File: config.mk
export PLATFORM = sky130hd
export DESIGN_NAME = sram_fifo_flagged
export DESIGN_NICKNAME = d
export VERILOG_FILES = /design/src/rtl/sram_fifo_flagged.sv
export SDC_FILE = /design/constraint.sdc
export NUM_CORES = 1
export LEC_CHECK = 0
export BUFFER_PORTS_ARGS = -buffer_cell sky130_fd_sc_hd__buf_2
export CAP_MARGIN = 10
export CORE_MARGIN = 5
export CORE_UTILIZATION = 30
export CTS_BUF_LIST = sky130_fd_sc_hd__clkbuf_16
export CTS_CLUSTER_SIZE = 14
export DETAILED_ROUTE_END_ITERATION = 10
export PLACE_DENSITY = 0.49
export REMOVE_ABC_BUFFERS = 1
export SLEW_MARGIN = 20
export SYNTH_ARGS = -nofsm -noshare
export SYNTH_HDL_FRONTEND = slang
export SYNTH_SLANG_ARGS = --single-unit
File: constraint.sdc
create_clock -name clk -period 2.6 [get_ports clk]
set_input_delay 0.26 -clock clk [delete_from_list [all_inputs] [get_ports clk]]
set_output_delay 0.26 -clock clk [all_outputs]
set_load 0.05 [all_outputs]
File: src/rtl/sram_fifo_flagged.sv
// -----------------------------------------------------------------------------
// sram_fifo_flagged
// Synchronous FIFO on an inferred single-clock dual-port RAM. It provides
// registered occupancy, full/empty, programmable almost-full/almost-empty
// flags and sticky overflow/underflow error bits.
//
// Ports:
//   clk          clock, rising edge
//   rst          asynchronous active-high reset
//   wr_en        write request, accepted only while full=0
//   wr_data      write data, sampled on the accepting edge
//   rd_en        read request, accepted only while empty=0
//   rd_data      read data, valid the cycle after an accepted read
//   rd_valid     one-cycle strobe marking a newly read word on rd_data
//   full         count == DEPTH
//   empty        count == 0
//   almost_full  count >= AFULL_TH
//   almost_empty count <= AEMPTY_TH
//   count        current occupancy, 0..DEPTH
//   overflow     sticky: write attempted while full
//   underflow    sticky: read attempted while empty
//   clr_err      synchronous clear of overflow/underflow
// -----------------------------------------------------------------------------
module sram_fifo_flagged #(
    parameter int WIDTH     = 8,
    parameter int ADDR_BITS = 3,
    parameter int AFULL_TH  = 6,
    parameter int AEMPTY_TH = 1
) (
    input  logic                 clk,
    input  logic                 rst,
    input  logic                 wr_en,
    input  logic [WIDTH-1:0]     wr_data,
    input  logic                 rd_en,
    output logic [WIDTH-1:0]     rd_data,
    output logic                 rd_valid,
    output logic                 full,
    output logic                 empty,
    output logic                 almost_full,
    output logic                 almost_empty,
    output logic [ADDR_BITS:0]   count,
    output logic                 overflow,
    output logic                 underflow,
    input  logic                 clr_err
);

    localparam int                 DEPTH       = 2 ** ADDR_BITS;
    localparam logic [ADDR_BITS:0] DEPTH_C     = (ADDR_BITS + 1)'(DEPTH);
    localparam logic [ADDR_BITS:0] ONE_C       = (ADDR_BITS + 1)'(1);
    localparam logic [ADDR_BITS:0] ZERO_C      = (ADDR_BITS + 1)'(0);
    localparam logic [ADDR_BITS:0] AFULL_C     = (ADDR_BITS + 1)'(AFULL_TH);
    localparam logic [ADDR_BITS:0] AEMPTY_C    = (ADDR_BITS + 1)'(AEMPTY_TH);
    localparam logic               AFULL_RST_C = (AFULL_TH == 0) ? 1'b1 : 1'b0;

    // Storage; deliberately not reset so it maps onto plain RAM.
    logic [WIDTH-1:0]   mem_r [DEPTH];

    // Pointers carry a wrap bit above the RAM index.
    logic [ADDR_BITS:0] wrPtr_r;
    logic [ADDR_BITS:0] rdPtr_r;

    logic               wrAccept_s;
    logic               rdAccept_s;
    logic [ADDR_BITS:0] countNext_s;

    // Handshake acceptance: gated by the registered flags, so a write
    // while full is rejected even if a read frees a slot in the same cycle.
    always_comb begin
        wrAccept_s = wr_en & ~full;
        rdAccept_s = rd_en & ~empty;
    end

    // Next occupancy; every flag is registered from this value so the
    // flags change in the same cycle as count.
    always_comb begin
        countNext_s = count;
        case ({wrAccept_s, rdAccept_s})
            2'b10:   countNext_s = count + ONE_C;
            2'b01:   countNext_s = count - ONE_C;
            default: countNext_s = count;
        endcase
    end

    // RAM write port.
    always_ff @(posedge clk) begin
        if (wrAccept_s) begin
            mem_r[wrPtr_r[ADDR_BITS-1:0]] <= wr_data;
        end else begin
            mem_r[wrPtr_r[ADDR_BITS-1:0]] <= mem_r[wrPtr_r[ADDR_BITS-1:0]];
        end
    end

    // Pointers, occupancy and registered flags.
    always_ff @(posedge clk or posedge rst) begin
        if (rst) begin
            wrPtr_r      <= ZERO_C;
            rdPtr_r      <= ZERO_C;
            count        <= ZERO_C;
            full         <= 1'b0;
            empty        <= 1'b1;
            almost_full  <= AFULL_RST_C;
            almost_empty <= 1'b1;
        end else begin
            wrPtr_r      <= wrAccept_s ? (wrPtr_r + ONE_C) : wrPtr_r;
            rdPtr_r      <= rdAccept_s ? (rdPtr_r + ONE_C) : rdPtr_r;
            count        <= countNext_s;
            full         <= (countNext_s == DEPTH_C);
            empty        <= (countNext_s == ZERO_C);
            almost_full  <= (countNext_s >= AFULL_C);
            almost_empty <= (countNext_s <= AEMPTY_C);
        end
    end

    // Read port with one-cycle latency; rd_data holds between reads.
    always_ff @(posedge clk or posedge rst) begin
        if (rst) begin
            rd_data  <= {WIDTH{1'b0}};
            rd_valid <= 1'b0;
        end else if (rdAccept_s) begin
            rd_data  <= mem_r[rdPtr_r[ADDR_BITS-1:0]];
            rd_valid <= 1'b1;
        end else begin
            rd_data  <= rd_data;
            rd_valid <= 1'b0;
        end
    end

    // Sticky error bits; a new error event wins over clr_err.
    always_ff @(posedge clk or posedge rst) begin
        if (rst) begin
            overflow  <= 1'b0;
            underflow <= 1'b0;
        end else begin
            if (wr_en & full) begin
                overflow <= 1'b1;
            end else if (clr_err) begin
                overflow <= 1'b0;
            end else begin
                overflow <= overflow;
            end
            if (rd_en & empty) begin
                underflow <= 1'b1;
            end else if (clr_err) begin
                underflow <= 1'b0;
            end else begin
                underflow <= underflow;
            end
        end
    end

endmodule

==> qor.txt, run 1 <==
Status: finished clean
Crit path DAT: 2.49 ns
PnR Total Power: 5.26 mW
DP Worst Slack: 0.366 ns
Fill cells: 1092
Critical Path RT: 2.86 ns
Reg2reg end: empty
Max_cap viols: 0
Final setup violation count: 0
First-pass GRT wire length: 11.1 mm
Initial DRT Pass Iterations: 4
Design area: 0.00423 sq mm
GPL Wtd Cong: 0.686
Fin crit period: 2.23 ns
Post-synth ARST share: 28.1%
Max Root-Sink Buffers: 2
Seq cells post-synth: 89
Skew final: 0.00767 ns
Layout area overhead: 19.5%
Hold_ws: 0.144 ns
R2R depth: 9
IO buf count: 31
Diode count: 0
Area post-placement: 0.00395 sq mm
Leakage: 1.60 nW
Worst min path class: in -> reg
Top_reg_cell synth: edfxtp_1
Largest net degree at the start of global routing: 26
Vias per cell: 4.56
Placed Cells: 389
First DRT Iteration DRCs: 120
CTS clk-pin slew, worst paths: 0.06 ns
Synth top area share: 54.3%
Crit Path Max Fanout: 10
Internal reg-to-reg setup slack: 0.37 ns
Clk sinks: 89
DIE HEIGHT: 119 um
Final layout net count: 275
Reg area: 0.00255 sq mm
Fin util: 36.8%
Critical path endpoint category: flop
Initial antenna violation count: 0
Max-slew violations: 0
VDD IR max: 0.000309 V
Share of cells above drive strength 1: 31.2%
Number of post-CTS setup repair buffers: 0
Die width: 119 um
Detail Route Antenna Nets: 0
Crit Reg-Reg Startpoint: full
WL per Instance: 16.8 um
Final period util: 85.9%
Final worst slack: 0.367 ns
Core area: 0.0115 sq mm
Yosys top cell by area: edfxtp_1
Worst setup SP type: flop
Multi-input logic area: 913 sq um
Final WL: 6.81 mm
CP Class: reg -> reg
Non-filler cells, final: 406
Post-synth EDFFs: 64
Routed vias: 1851
Die ar.: 0.0141 sq mm
Cell count after synthesis: 208
CTS buffer count: 9
Residual DRC: 0
Row count: 39
# IOs: 32
Post-Syn Area: 0.00354 sq mm
Number of H-tree levels: 3
Final hold viol count: 0
GR Overflow Total: 0
Worst-margin pin slew: 0.618 ns
Initial core utilization: 30.8%
Unique masters post-synth: 31
Max Freq: 448 MHz
CTS tree: yes
Root Buffer: clkbuf_16
Number of global-route vias before repair: 2002
Hpwl dp: 4.48 mm
Hold Crit Depth: 2
Pwr Density: 1240 mW/mm^2
Critical path endpoint: empty
Post-synthesis sequential area ratio: 72.0%
Final TNS setup: 0 ns
RSZ-0062 raised after global routing: no
Synth area leaders: edfxtp_1, dfrtp_1, mux4_2
Worst Setup SP: full
Yosys warning total: 0
Leading cell types by count after synthesis: edfxtp_1, dfrtp_1, nand2_1
Mean Syn Cell Area: 17.0 sq um
Worst-Skew Late Latency: 0.33 ns
Most frequent cell after synthesis: edfxtp_1
Tot GR Track Use: 10.5%
Slew margin rel.: 58.8%
## power by group
group / total [mW] / switching (mW) / internal, mW
clock: 1.17 / 0.524 / 0.646
sequential: 2.15 / 0.260 / 1.89
combinational: 1.94 / 1.20 / 0.735
## kinds of logic (layout without fill, tap and decap cells)
kind of cell               count (synthesis)  count (layout)  synth area share (%)
DFF                                       89              89                  72.0
and+or+nand+nor                           45              45                  5.90
muxes                                     25              25                  12.7
AOI/OAI and AO/OA                         19              19                  3.60
buffers and inverters                     18              73                  2.40
xor gates and xnor gates                   8               8                  1.98
adders and majority gates                  4               4                  1.41
## registers in the layout (all words and copies together), names as in the netlist
signal	count
overflow	1
count	4
empty	1
mem_r	64
rd_data	8
full	1
rd_valid	1
rdPtr_r	3
almost_full	1
underflow	1
wrPtr_r	3
almost_empty	1
## critical path, cell delays in order, from the launching register on
cell      delay [ns]
dfrtp_1         0.39
nor2b_1         0.31
inv_6           0.09
ha_1            0.27
and4b_1         0.28
o21ai_1         0.09
a221oi_2        0.32
xnor2_1         0.21
inv_1           0.09
nor2_1          0.13
## repair_timing
action                    in CTS  in global routing
gates resized for setup        0                  0
hold buffers                   1                  0
hold endpoints to repair      21                  0
## cell type report
cell class                      count  share of cell area (%)
Sequential cell                    89                    60.2
Multi-Input combinational cell    101                    21.6
Timing Repair Buffer               47                    6.56
Clock buffer                        9                    5.32
Tap cell                          143                    4.23
Clock inverter                      7                    1.06
Inverter                           10                    1.01
## per-layer routing
metal | global-route usage, % | share of wire (%) | up-vias
li1 | - | - | 884
met1 | 13.7 | 49 | 928
met2 | 16.7 | 47 | 33
met3 | 2.91 | 3.2 | 6
met4 | 4.13 | 1.4 | 0
met5 | 0 | 0 | -
## cell usage in the layout (no fill, tap or decap), types with 8 or more instances in the layout
master,instances
edfxtp_1,64
buf_2,31
dfrtp_1,23
nand2_1,22
mux4_2,16
buf_4,15
o21ai_0,11
mux2i_1,9
inv_1,9
clkbuf_16,9
xnor2_1,8
## worst min path at each step
stage	start	slack (ns)	end
after floorplan	rst	0.29	almost_full
after CTS	clr_err	0.14	overflow
after global routing	clr_err	0.17	overflow
after detailed placement	rst	0.35	rd_data[4]
final	clr_err	0.14	overflow
after global placement	rst	0.35	rd_data[4]
No activity file was read; power rests on OpenSTA's default activity.
==> inputs of run 2 (changes only) <==
--- a/config.mk
+++ b/config.mk
@@ -9,12 +9,11 @@
 export CAP_MARGIN = 10
 export CORE_MARGIN = 5
 export CORE_UTILIZATION = 30
-export CTS_BUF_LIST = sky130_fd_sc_hd__clkbuf_16
+export CTS_BUF_LIST = sky130_fd_sc_hd__clkbuf_8
 export CTS_CLUSTER_SIZE = 14
 export DETAILED_ROUTE_END_ITERATION = 10
 export PLACE_DENSITY = 0.49
 export REMOVE_ABC_BUFFERS = 1
-export SLEW_MARGIN = 20
 export SYNTH_ARGS = -nofsm -noshare
 export SYNTH_HDL_FRONTEND = slang
 export SYNTH_SLANG_ARGS = --single-unit
==> run 2 against run 1 <==
Maximum frequency grew 0.12%. Clock power shrank 27%. Critical path depth is the same. Largest power group unchanged.
==> qor.txt, run 2 (same netlist as run 1, synthesis figures left out) <==
Worst-path cell chain: nor2b_1 -> inv_6 -> ha_1 -> and4b_1 -> o21ai_1 -> a221oi_2 -> xnor2_1 -> inv_1 -> nor2_1 (unchanged)
Pwr Density: 1190 mW/mm^2 (was 1240 mW/mm^2)
Skew final: 0.0111 ns (was 0.00767 ns)
Tot GR Track Use: 10.4% (was 10.5%)
Routed vias: 1848 (was 1851)
Largest net degree at the start of global routing: 26 (unchanged)
Worst path bufs/invs: 2 (unchanged)
CP Class: reg -> reg (unchanged)
Commonest non-fill, non-tap cell in the layout: edfxtp_1 (unchanged)
CTS buffer count: 9 (unchanged)
Number of global-route vias before repair: 1996 (was 2002)
Number of H-tree levels: 3 (unchanged)
Final WL: 6.74 mm (was 6.81 mm)
Critical path endpoint category: flop (unchanged)
Clk sinks: 89 (unchanged)
IO buf count: 31 (unchanged)
Max Freq: 448 MHz (about the same)
Worst setup SP type: flop (unchanged)
Fin crit period: 2.23 ns (about the same)
Final setup violation count: 0 (unchanged)
GPL Wtd Cong: 0.686 (unchanged)
Die width: 119 um (unchanged)
Layout area overhead: 16.9% (was 19.5%)
Slew margin rel.: 59.4% (was 58.8%)
Diode count: 0 (unchanged)
First-pass GRT wire length: 11.0 mm (was 11.1 mm)
# IOs: 32 (unchanged)
Worst-Skew Late Latency: 0.35 ns (was 0.33 ns)
Max reg flops: 64 (unchanged)
Detail Route Antenna Nets: 0 (unchanged)
Core area: 0.0115 sq mm (unchanged)
First DRT Iteration DRCs: 101 (was 120)
Die ar.: 0.0141 sq mm (unchanged)
Status: finished clean (unchanged)
Final layout net count: 275 (unchanged)
Final hold viol count: 0 (unchanged)
PnR Total Power: 4.94 mW (was 5.26 mW)
Most frequent cells in the layout: edfxtp_1, buf_2, dfrtp_1, nand2_1, mux4_2 (unchanged)
Worst-margin pin slew: 0.608 ns (was 0.618 ns)
RSZ-0062 raised after global routing: no (unchanged)
CTS tree: yes (unchanged)
Leakage: 1.56 nW (was 1.60 nW)
DIE HEIGHT: 119 um (unchanged)
Post-CTS resize count: 0 (unchanged)
VDD IR max: 0.000309 V (about the same)
Max-slew violations: 0 (unchanged)
Max_cap viols: 0 (unchanged)
Worst path slowest cell: dfrtp_1 (unchanged)
Share of cells above drive strength 1: 31.6% (was 31.2%)
CTS clk-pin slew, worst paths: 0.08 ns (was 0.06 ns)
Hpwl dp: 4.48 mm (unchanged)
Initial core utilization: 30.8% (unchanged)
Crit path DAT: 2.51 ns (was 2.49 ns)
Final period util: 85.8% (was 85.9%)
Residual DRC: 0 (unchanged)
Max Root-Sink Buffers: 2 (unchanged)
WL per Instance: 16.6 um (was 16.8 um)
Initial DRT Pass Iterations: 4 (unchanged)
Row count: 39 (unchanged)
Root Buffer: clkbuf_8 (was clkbuf_16)
Max stage delay on crit path: 0.39 ns (about the same)
Final TNS setup: 0 ns (unchanged)
Vias per cell: 4.55 (was 4.56)
Critical path's top delay family: simple AND/OR/NAND/NOR gates (unchanged)
Critical Path RT: 2.88 ns (was 2.86 ns)
GR Overflow Total: 0 (unchanged)
Initial antenna violation count: 0 (unchanged)
Worst min path class: in -> reg (unchanged)
Crit Path Max Fanout: 10 (unchanged)
-- run 2: cell type report --
type,instances,area (sq um)
clock buffer,10,138
clock inverter,6,41.3
inverter,10,42.5
tap,143,179
multi-input combinational,101,913
timing repair buffer,47,278
sequential,89,2550
fill,1098,7370
-- run 2: what timing repair did --
item	CTS	global route
setup buffers	0	0
endpoints found under the hold margin	23	0
hold buffers	1	0
-- run 2: report_power, final --
group	internal, mW	total, mW	switching, mW
sequential	1.89	2.14	0.257
clock	0.376	0.858	0.483
combinational	0.735	1.93	1.20
total	3.00	4.94	1.94
-- run 2: per-layer routing --
| metal | vias to the layer above | track usage [%] | wire length [um] |
|---|---|---|---|
| li1 | 881 | - | - |
| met1 | 922 | 13.7 | 3220 |
| met2 | 37 | 16.2 | 3100 |
| met3 | 8 | 2.77 | 308 |
| met4 | 0 | 4.34 | 110 |
| met5 | - | 0 | 0 |
-- run 2: through the flow --
stage,std cells,utilization [%],setup WS [ns],hold WS (ns),cell area [sq um]
2_1_floorplan,200,-,0.00846,0.286,3500
3_3_place_gp,389,34.3,0.363,0.345,3950
3_5_place_dp,389,34.3,0.366,0.348,3950
4_1_cts,406,36.0,0.335,0.105,4140
5_1_grt,406,36.0,0.203,0.132,4140
6_report,406,36.0,0.370,0.120,4140
-- run 2: final timing paths --
check	end	slack (ns)	cells after the start	start
max in group asynchronous	almost_empty	1.79	4	rst
min in group asynchronous	rd_data[1]	0.50	4	rst
min reg2reg	rd_data[2]	0.48	2	rd_data[2]
max	empty	0.37	9	full
min	overflow	0.12	2	clr_err
max reg2reg	empty	0.37	9	full
==> inputs of run 3 (changes only) <==
--- a/config.mk
+++ b/config.mk
@@ -13,6 +13,7 @@
 export CTS_CLUSTER_SIZE = 14
 export DETAILED_ROUTE_END_ITERATION = 10
 export PLACE_DENSITY = 0.49
+export RECOVER_POWER = 50
 export REMOVE_ABC_BUFFERS = 1
 export SYNTH_ARGS = -nofsm -noshare
 export SYNTH_HDL_FRONTEND = slang
==> run 3 against run 2 <==
Worst setup slack worse by 0.0019 ns. Maximum frequency barely moved. Critical path depth is the same. Register-to-register slack is essentially flat. Design area down 0.60%. Sequential share of layout area increased by 0.37 points. Non-clock buffer count stayed put. Flip-flop and latch count is the same. Global-route usage did not move. Largest cell class unchanged. Largest power group unchanged. Highest routed layer unchanged.
==> qor.txt, run 3 (same netlist as run 1, synthesis figures left out) <==
Area post-placement: 0.00395 sq mm (unchanged)
Critical Path RT: 2.88 ns (about the same)
Number of global-route vias before repair: 1996 (unchanged)
Layout area overhead: 16.2% (was 16.9%)
Vias per cell: 4.55 (about the same)
Die width: 119 um (unchanged)
Worst-margin pin slew: 1.44 ns (was 0.608 ns)
Max-slew violations: 0 (unchanged)
Core area: 0.0115 sq mm (unchanged)
Worst setup SP type: flop (unchanged)
Hpwl dp: 4.48 mm (unchanged)
Pint: 2.98 mW (was 3.00 mW)
# IOs: 32 (unchanged)
CP Class: reg -> reg (unchanged)
Number of post-CTS setup repair buffers: 0 (unchanged)
Max Root-Sink Buffers: 2 (unchanged)
Tot GR Track Use: 10.4% (unchanged)
Row count: 39 (unchanged)
GR Overflow Total: 0 (unchanged)
GPL Wtd Cong: 0.686 (unchanged)
Placed Cells: 389 (unchanged)
Fin crit period: 2.23 ns (about the same)
Worst-Skew Late Latency: 0.35 ns (about the same)
Residual DRC: 0 (unchanged)
Max_cap viols: 0 (unchanged)
Die ar.: 0.0141 sq mm (unchanged)
WL per Instance: 16.6 um (about the same)
Max Freq: 448 MHz (about the same)
CTS clk-pin slew, worst paths: 0.08 ns (about the same)
CTS buffer count: 9 (unchanged)
Initial DRT Pass Iterations: 4 (unchanged)
Skew final: 0.0103 ns (was 0.0111 ns)
Worst min path class: in -> reg (unchanged)
IO buf count: 31 (unchanged)
Final TNS setup: 0 ns (unchanged)
RSZ-0062 raised after global routing: no (unchanged)
CTS tree: yes (unchanged)
First DRT Iteration DRCs: 99 (was 101)
Initial core utilization: 30.8% (unchanged)
Crit Path Max Fanout: 10 (unchanged)
Post-CTS resize count: 0 (unchanged)
Routed vias: 1849 (was 1848)
Crit path DAT: 2.51 ns (about the same)
Switching share of power: 39.4% (was 39.3%)
DIE HEIGHT: 119 um (unchanged)
Diode count: 0 (unchanged)
Number of H-tree levels: 3 (unchanged)
Pwr Density: 1190 mW/mm^2 (about the same)
Logic pwr share: 39.0% (was 39.2%)
Clk pwr share: 17.4% (about the same)
Final hold viol count: 0 (unchanged)
Sequential share of power: 43.5% (was 43.4%)
Non-filler cells, final: 406 (unchanged)
Status: finished clean (unchanged)
Final layout net count: 275 (unchanged)
Initial antenna violation count: 0 (unchanged)
Share of cells above drive strength 1: 25.5% (was 31.6%)
First-pass GRT wire length: 11.0 mm (unchanged)
Largest net degree at the start of global routing: 26 (unchanged)
Final period util: 85.8% (about the same)
Clk sinks: 89 (unchanged)
Leakage: 1.52 nW (was 1.56 nW)
Final WL: 6.73 mm (was 6.74 mm)
Most frequent cells in the layout: edfxtp_1, dfrtp_1, nand2_1, buf_2, mux4_2 (was edfxtp_1, buf_2, dfrtp_1, nand2_1, mux4_2)
Psw: 1.94 mW (about the same)
Detail Route Antenna Nets: 0 (unchanged)
Max reg flops: 64 (unchanged)
Slew margin rel.: 4.32% (was 59.4%)
Design area: 0.00412 sq mm (was 0.00414 sq mm)
Root Buffer: clkbuf_8 (unchanged)
Critical path endpoint category: flop (unchanged)
VDD IR max: 0.000309 V (about the same)
Commonest non-fill, non-tap cell in the layout: edfxtp_1 (unchanged)
Final setup violation count: 0 (unchanged)
run 3: cell count changes in the layout (fill, tap and decap cells not counted):
cell and delta:
clkbuf_1 +14, buf_2 -11, dfstp_1 +1, dfstp_2 -1, inv_2 -1, inv_1 +1
buf_4 -3
run 3: worst paths after layout:
| check | depth (start not counted) | slack, ns | to | startpoint |
|---|---|---|---|---|
| hold reg to reg | 2 | 0.48 | rd_data[2] | rd_data[2] |
| hold / removal | 2 | 0.12 | overflow | clr_err |
| setup reg to reg | 9 | 0.37 | empty | full |
| min in group asynchronous | 4 | 0.93 | rdPtr_r[0] | rst |
| max in group asynchronous | 4 | 0.82 | rd_data[3] | rst |
| setup / recovery | 9 | 0.37 | empty | full |
run 3: per-layer routing:
| metal | routed length [um] | track usage (%) | vias up |
|---|---|---|---|
| met3 | 298 | 2.77 | 8 |
| li1 | - | - | 881 |
| met2 | 3110 | 16.2 | 37 |
| met1 | 3210 | 13.7 | 923 |
| met5 | 0 | 0 | - |
| met4 | 109 | 4.34 | 0 |
run 3: stage by stage:
step	hold WS [ns]	setup slack (ns)	total power, mW	utilization [%]
after CTS	0.105	0.335	5.05	36.0
after global placement	0.345	0.363	4.14	34.3
after floorplan	0.286	0.00846	3.56	-
after global routing	0.132	0.149	5.29	35.7
final	0.120	0.368	4.92	35.7
after detailed placement	0.348	0.366	4.17	34.3
run 3: what timing repair did:
action                                  4_1_cts  5_1_grt
endpoints found under the hold margin        23        0
endpoints found under the setup margin        0        0
hold buffers                                  1        0
run 3: final cells by class:
class,instances,area [sq um]
multi-input combinational,101,913
tap,143,179
sequential,89,2550
timing repair buffer,47,253
inverter,10,42.5
fill,1103,7400
clock buffer,10,138
clock inverter,6,41.3
run 3: critical path: stages, from the launching register on:
cell      delay, ns
dfrtp_1        0.39
nor2b_1        0.30
inv_6          0.09
ha_1           0.27
and4b_1        0.28
o21ai_1        0.09
a221oi_2       0.32
xnor2_1        0.21
inv_1          0.09
nor2_1         0.13
run 3: power by group through the flow:
stage	Sequential [mW]	Clock (mW)	Combinational, mW
floorplan	2.68	0	0.885
global placement	2.17	0	1.97
detailed placement	2.19	0	1.99
CTS	2.16	0.902	1.99
global route	2.20	0.977	2.12
finish	2.14	0.857	1.92
